<file path="src/rtl/bcd_updown_counter.sv">
// Multi-digit BCD up/down counter with synchronous load and registered carry/borrow/load_err pulses.
// Digits ripple internally; tc is combinational so instances can be cascaded through en.
module bcd_updown_counter #(
  parameter int DIGITS   = 4,
  parameter bit SATURATE = 1'b0
) (
  input  logic                  clk,
  input  logic                  reset,
  input  logic                  en,
  input  logic                  up,
  input  logic                  load,
  input  logic [4*DIGITS-1:0]   load_val,
  output logic [4*DIGITS-1:0]   count,
  output logic                  carry,
  output logic                  borrow,
  output logic                  tc,
  output logic                  load_err
);

  localparam int W = 4 * DIGITS;

  // pre9[i] / pre0[i]: digits 0..i-1 are all 9 / all 0, so digit i steps this cycle.
  logic [DIGITS:0] pre9;
  logic [DIGITS:0] pre0;
  logic [W-1:0]    stepped;
  logic            load_ok;
  logic            at_term;

  always_comb begin
    pre9     = '0;
    pre0     = '0;
    pre9[0]  = 1'b1;
    pre0[0]  = 1'b1;
    stepped  = count;
    load_ok  = 1'b1;
    for (int i = 0; i < DIGITS; i++) begin
      pre9[i+1] = pre9[i] & (count[4*i +: 4] == 4'd9);
      pre0[i+1] = pre0[i] & (count[4*i +: 4] == 4'd0);
      if (load_val[4*i +: 4] > 4'd9) load_ok = 1'b0;
      if (up && pre9[i])
        stepped[4*i +: 4] = (count[4*i +: 4] == 4'd9) ? 4'd0 : count[4*i +: 4] + 4'd1;
      else if (!up && pre0[i])
        stepped[4*i +: 4] = (count[4*i +: 4] == 4'd0) ? 4'd9 : count[4*i +: 4] - 4'd1;
    end
    at_term = up ? pre9[DIGITS] : pre0[DIGITS];
  end

  assign tc = en & ~load & at_term;

  always_ff @(posedge clk) begin
    if (reset) begin
      count    <= '0;
      carry    <= 1'b0;
      borrow   <= 1'b0;
      load_err <= 1'b0;
    end else begin
      carry    <= 1'b0;
      borrow   <= 1'b0;
      load_err <= 1'b0;
      if (load) begin
        if (load_ok) count <= load_val;
        else         load_err <= 1'b1;
      end else if (en) begin
        // The ripple already yields the wrapped value at terminal; saturation just holds.
        if (!(SATURATE && at_term)) count <= stepped;
        carry  <= up & at_term;
        borrow <= ~up & at_term;
      end
    end
  end

endmodule

</file>
<file path="config.mk">
export PLATFORM = sky130hd
export DESIGN_NAME = bcd_updown_counter
export DESIGN_NICKNAME = d
export VERILOG_FILES = /design/src/rtl/bcd_updown_counter.sv
export SDC_FILE = /design/constraint.sdc
export NUM_CORES = 1
export LEC_CHECK = 0
export CAP_MARGIN = 15
export CORE_MARGIN = 4
export CORE_UTILIZATION = 49
export DETAILED_ROUTE_END_ITERATION = 7
export GPL_TIMING_DRIVEN = 0
export PLACE_DENSITY = 0.89
export SLEW_MARGIN = 20
export SYNTH_ARGS = -nofsm -noshare
export SYNTH_HDL_FRONTEND = slang
export SYNTH_SLANG_ARGS = --single-unit
</file>
<file path="constraint.sdc">
create_clock -name clk -period 2.27 [get_ports clk]
set_clock_uncertainty 0.15 [all_clocks]
set_input_delay 0.3405 -clock clk [delete_from_list [all_inputs] [get_ports clk]]
set_output_delay 0.3405 -clock clk [all_outputs]
set_load 0.02 [all_outputs]
</file>
==> qor.yml, run 1 <==
status: "finished, violations left"
violations: "negative setup slack"
grt_pass1_vias: 1839
cts.clk_slew.worst_paths_ps: 120
grt_pass1_wl_um: 8550
synth_edf_count: 0
routed_wl_um: 5340
whs_path_depth: 2
num_vias: 1949
antennaDiodeCount: 0
synth_ff_type: "dfxtp_1"
drv_slew: 0
fmax_ghz: 0.380
cts_sinks: 19
cts_buffer_depth: 2
required_ps: 1780
dr.pass1.iters: 4
slew_headroom_pct: 60.7
cts_hold_buf: 0
synth_nets: 233
drive_gt1_share_pct: 27.8
whs_ps: 366
crit_family: "simple AND/OR/NAND/NOR gates"
critPathCaptureType: "output port"
ys_top_cells_by_count: "nor2_1 (26), dfxtp_1 (19), nand2_1 (13), clkbuf_1 (12), a21oi_1 (10)"
yosys.area.top_type_share_pct: 23.8
synth_area_sq_um: 1600
arrival_ps: 2140
path_class: "reg2out"
dp_slack_ps: -1030
tightest_slew_ps: 589
post-route-min-period_ps: 2630
synthTopCellsByArea: "dfxtp_1 (24%), nor2_1 (6.1%), mux2i_1 (3.8%), nand3b_1 (3.3%), xnor2_1 (3.3%)"
port_buffers: 40
die-area_sq_um: 4250
dpl.cell_count: 296
netlist_instances: 212
cp_max_fo: 6
peakVddDrop_mv: 0.260
cap_violations: 0
track_usage_pct: 25.3
numCtsBuffers: 3
crit_chain: "or4_4, nor3_4, and2b_2, nand2_2, a21oi_2, and3_4, buf_6"
async_reset_ff_share_pct: 0
num_rows: 20
synthDistinctLibCells: 57
antenna_found_initial: 0
period_share_pct: 116
ios: 41
cts_max_level: 1
r2r-end: "count[11]"
cts_tree: "done"
fp.dieH_um: 65.2
hp-class: "in2reg"
power_leakage_nw: 0.859
grt_max_degree: 12
wl_per_cell_um: 17.2
fin_ws_ps: -358
critPathBufInv: 1
synth_most_common_cell: "nor2_1"
drt_iter0_drc: 216
finalHoldViolCount: 0
reg2reg_setup_slack_ps: -120
setup_viol: 5
area_delta_synth_final_pct: 48.2
ff2ff_path_depth: 9
clkLatencyLatePin_ps: 310
ys_ff_latch: 19
cp.depth: 7
rsz0062_at_grt: "yes"
min_to: "borrow"
clockRootBuffer: "clkbuf_4"
fin_cells: 310
coreArea_sq_um: 3080
gp_congestion: 0.864
yosysSeqAreaShare_pct: 23.8
via_per_inst: 6.29
yosysWarnings: 0
grt_remaining_overflow: 0
cp_slowest_cell: "or4_4"
dp.final_hpwl_um: 3230
route.detailed.drc: 0
synth_area_per_cell_sq_um: 7.55
initial_core_util_pct: 52.0
start_kind: "flip-flop"
yosys.area.top_type: "dfxtp_1"
nets: 288
p_per_area_nw_per_um2: 439
die_x_um: 65.2
worstHoldStart: "up"
slowest_delay_ps: 550
r2r-start: "count[7]"
antenna_left: 0
[worst max-delay path by stage]
stage | start | end
floorplan | count[7] | tc
global placement | up | tc
detailed placement | up | tc
CTS | count[1] | tc
global route | count[7] | tc
finish | count[7] | tc
[stage by stage]
| stage | utilization (%) | area, sq um | total power, mW | TNS (ps) |
|---|---|---|---|---|
| floorplan | - | 1640 | 0.632 | 0 |
| global placement | 67.9 | 2090 | 0.758 | -6400 |
| detailed placement | 67.9 | 2090 | 0.766 | -6850 |
| CTS | 73.4 | 2260 | 0.995 | -556 |
| global route | 77.1 | 2370 | 1.10 | -1350 |
| finish | 77.1 | 2370 | 1.04 | -677 |
[worst reg2reg max path, cell delays in order, from the launching register on]
cell and delay [ps]:
dfxtp_4 380, buf_4 160, and4bb_2 250, buf_4 140, buf_4 130, and3_2 290
nor2_1 120, o21ai_0 100, a2111oi_2 480, o41ai_2 90
[routing by layer]
| layer | GRT usage (%) | routed length [um] | vias up |
|---|---|---|---|
| li1 | - | - | 900 |
| met3 | 3.25 | 420 | 18 |
| met5 | 0 | 0 | - |
| met2 | 41.0 | 2550 | 107 |
| met1 | 33.2 | 2220 | 924 |
| met4 | 11.7 | 146 | 0 |
[layout by cell type (no fill, tap or decap), drive strengths merged, types with 6 or more instances in the layout]
cell type | synthesis | final
clkdlybuf4s50 | 0 | 38
nor2 | 26 | 26
buf | 10 | 24
dfxtp | 19 | 19
nand2 | 13 | 13
clkbuf | 12 | 13
a21oi | 10 | 10
nand3 | 8 | 8
nor3 | 8 | 8
o21ai | 8 | 8
nand3b | 7 | 7
inv | 6 | 6
nand2b | 6 | 6
xnor2 | 6 | 6
mux2i | 6 | 6
o41ai | 6 | 6
[registers in the layout, summed over array words and instances, names as in the netlist]
register / flops
borrow: 1
carry: 1
count: 16
load_err: 1
[area by class of cell]
cell class,instances,area (sq um)
Clock buffer,4,26.3
Fill cell,212,704
Inverter,6,22.5
Sequential cell,19,400
Buffer,16,101
Multi-Input combinational cell,165,1240
Tap cell,44,55.1
Timing Repair Buffer,56,524
[kinds of logic after synthesis]
| family | count (synthesis) | synth area share [%] |
|---|---|---|
| AOI/OAI and AO/OA | 58 | 27.9 |
| xor gates and xnor gates | 8 | 4.38 |
| buffers and inverters | 28 | 7.73 |
| DFF | 19 | 23.7 |
| muxes | 6 | 3.75 |
| and+or+nand+nor | 93 | 32.5 |
[power breakdown]
| part | internal [mW] | leakage (nW) | switching, mW | total (mW) |
|---|---|---|---|---|
| Clock | 0.0687 | 0.0150 | 0.118 | 0.186 |
| Sequential | 0.357 | 0.160 | 0.0339 | 0.391 |
| Combinational | 0.225 | 0.683 | 0.240 | 0.465 |
[what timing repair did]
item / 4_1_cts / 5_1_grt
gates cloned: 0 / 0
resized for setup: 31 / 30
pin swaps: 13 / 19
setup endpoints to repair: 9 / 15
buffers inserted: 13 / 8
No activity file was read; power rests on OpenSTA's default activity.
==> run 2, diff against run 1 <==
--- a/config.mk
+++ b/config.mk
@@ -10,7 +10,7 @@
 export CORE_UTILIZATION = 49
 export DETAILED_ROUTE_END_ITERATION = 7
 export GPL_TIMING_DRIVEN = 0
-export PLACE_DENSITY = 0.89
+export PLACE_DENSITY = 0.8
 export SLEW_MARGIN = 20
 export SYNTH_ARGS = -nofsm -noshare
 export SYNTH_HDL_FRONTEND = slang
==> run 2 against run 1 <==
The run still ends with negative setup slack left. Setup slack gained 32 ps. Highest routed layer unchanged. Sequential cell count did not move. Critical endpoint unchanged. Combinational power fell by 6.5%. Largest cell class unchanged.
==> qor.yml, run 2 (synthesis results as in run 1) <==
status: "finished, violations left"
violations: "negative setup slack"
sw_frac_of_total_pct: 35.9  # -1.6 points
fillers: 238  # +12%
area_delta_synth_final_pct: 45.2
wl_per_cell_um: 15.3  # -11%
grt_pass1_vias: 1560  # -15%
drv_slew: 0  # unchanged
finalHoldViolCount: 0  # unchanged
dp.final_hpwl_um: 3220  # -0.16%
antenna_left: 0  # unchanged
clockRootBuffer: "clkbuf_4"
via_per_inst: 5.86  # -6.9%
post-route-util_pct: 75.5  # -1.6 points
start_kind: "flip-flop"
grt_max_degree: 12  # unchanged
arrival_ps: 2110  # -30 ps
cp_max_fo: 3  # -3
die-area_sq_um: 4250  # unchanged
p_per_area_nw_per_um2: 431  # -1.9%
num_rows: 20  # unchanged
nets: 290  # +0.69%
coreArea_sq_um: 3080  # unchanged
largest_register_ffs: 16  # unchanged
period_share_pct: 114  # -1.4 points
fin_ws_ps: -326  # +32.2 ps
drive_gt1_share_pct: 24.6  # -3.2 points
fp.dieH_um: 65.2  # unchanged
gp_congestion: 0.851  # -1.5%
peakVddDrop_mv: 0.264  # +1.4%
slowest_delay_ps: 540  # about the same
rsz0062_at_grt: "yes"
die_x_um: 65.2  # unchanged
p_comb_share_pct: 43.5  # -1.1 points
initial_core_util_pct: 52.0  # unchanged
cts_buffer_depth: 2  # unchanged
hp-class: "in2reg"
antenna_found_initial: 0  # unchanged
critPathCaptureType: "output port"
p_switching_mw: 0.360  # -8.0%
num_vias: 1827  # -6.3%
mostFrequentLayoutCells: "clkdlybuf4s50_1 (38), nor2_1 (26), buf_4 (18)"
grt_remaining_overflow: 0  # unchanged
numCtsBuffers: 3  # unchanged
placed_area_sq_um: 2090  # unchanged
cts_tree: "done"
path_class: "reg2out"
grt_pass1_wl_um: 7350  # -14%
crit_chain: "or4_4, nor3_4, and2b_2, nand2_2, a21oi_2, and3_4, buf_6"
cp_slowest_cell: "or4_4"
tightest_slew_ps: 601  # +11.7 ps
cts_sinks: 19  # unchanged
clkLatencyLatePin_ps: 310  # about the same
p_int_mw: 0.642  # -1.4%
drt_iter0_drc: 115  # -47%
p_seq_share_pct: 38.7  # +1.2 points
cts.clk_slew.worst_paths_ps: 110  # about the same
antennaDiodeCount: 0  # unchanged
slew_headroom_pct: 59.7  # -1.0 points
routed_wl_um: 4780  # -10%
largest-register: "count"
design_area_sq_um: 2320  # -2.1%
final_common_cell: "clkdlybuf4s50_1"
post-route-min-period_ps: 2600  # -32.2 ps
fmax_ghz: 0.385  # +1.2%
track_usage_pct: 21.7  # -3.6 points
cts_max_level: 1  # unchanged
route.detailed.drc: 0  # unchanged
cap_violations: 0  # unchanged
ios: 41  # unchanged
power_frac_clock_pct: 17.9  # about the same
power_mw: 1.00  # -3.9%
setup_viol: 2  # -3
dr.pass1.iters: 4  # unchanged
port_buffers: 40  # unchanged
power_leakage_nw: 0.848  # -1.2%
required_ps: 1780  # about the same
run 2: changes by cell type in the layout (fill, tap and decap cells not counted), moves of 2 or more:
cell / before / now
o41ai_1: 2 / 4
o41ai_2: 4 / 2
a21oi_1: 5 / 9
buf_4: 15 / 18
o31ai_2: 0 / 2
o31ai_4: 3 / 1
dfxtp_4: 3 / 5
dfxtp_2: 7 / 5
a21oi_2: 5 / 1
run 2: per-layer routing:
layer	up-vias	routed length, um	global-route usage, %
li1	899	-	-
met1	864	2210	30.3
met2	57	2290	35.7
met3	7	221	2.22
met4	0	54	5.44
met5	-	0	0
run 2: worst paths after layout:
check	start	endpoint	slack [ps]	depth (start not counted)
worst max-delay path	count[7]	tc	-330	7
worst max register to register	count[6]	count[14]	-70	9
worst min register to register	count[11]	count[11]	430	2
worst min-delay path	up	borrow	360	2
run 2: final cells by class:
cell class / count / area, sq um / share of cell area [%]
multi-input cells: 165 / 1180 / 50.9
repair buffers: 57 / 528 / 22.7
flip-flops and latches: 19 / 405 / 17.4
plain buffers: 17 / 105 / 4.52
well taps: 44 / 55.1 / 2.37
clock buffers: 4 / 26.3 / 1.13
inverters: 6 / 22.5 / 0.969
run 2: worst max-delay path, delay by kind of cell, from the launching register on:
kind | cells | cell delay [ps]
compound gates | 1 | 140
simple gates | 5 | 1180
flops | 1 | 370
buf+inv | 1 | 110
run 2: what timing repair did:
action | in CTS | in global routing
gates resized for setup | 22 | 31
hold buffers | 0 | 0
endpoints found under the hold margin | 0 | 0
setup buffers | 10 | 7
pin swaps | 8 | 11
setup endpoints to repair | 9 | 11
run 2: per-stage QoR:
stage               hold WS [ps]  TNS (ps)  setup slack [ps]  instances
floorplan                    267         0              3.84        212
global placement             438     -6220              -980        296
detailed placement           440     -6470             -1010        296
CTS                          349      -432              -343        306
global route                 390      -763              -399        312
finish                       364      -400              -326        312
run 2: power groups by stage:
stage / clock network, mW / logic [mW] / registers [mW]
after floorplan: 0 / 0.223 / 0.409
after global placement: 0 / 0.377 / 0.385
after detailed placement: 0 / 0.380 / 0.385
after CTS: 0.182 / 0.399 / 0.385
after global routing: 0.193 / 0.470 / 0.392
final: 0.179 / 0.435 / 0.388
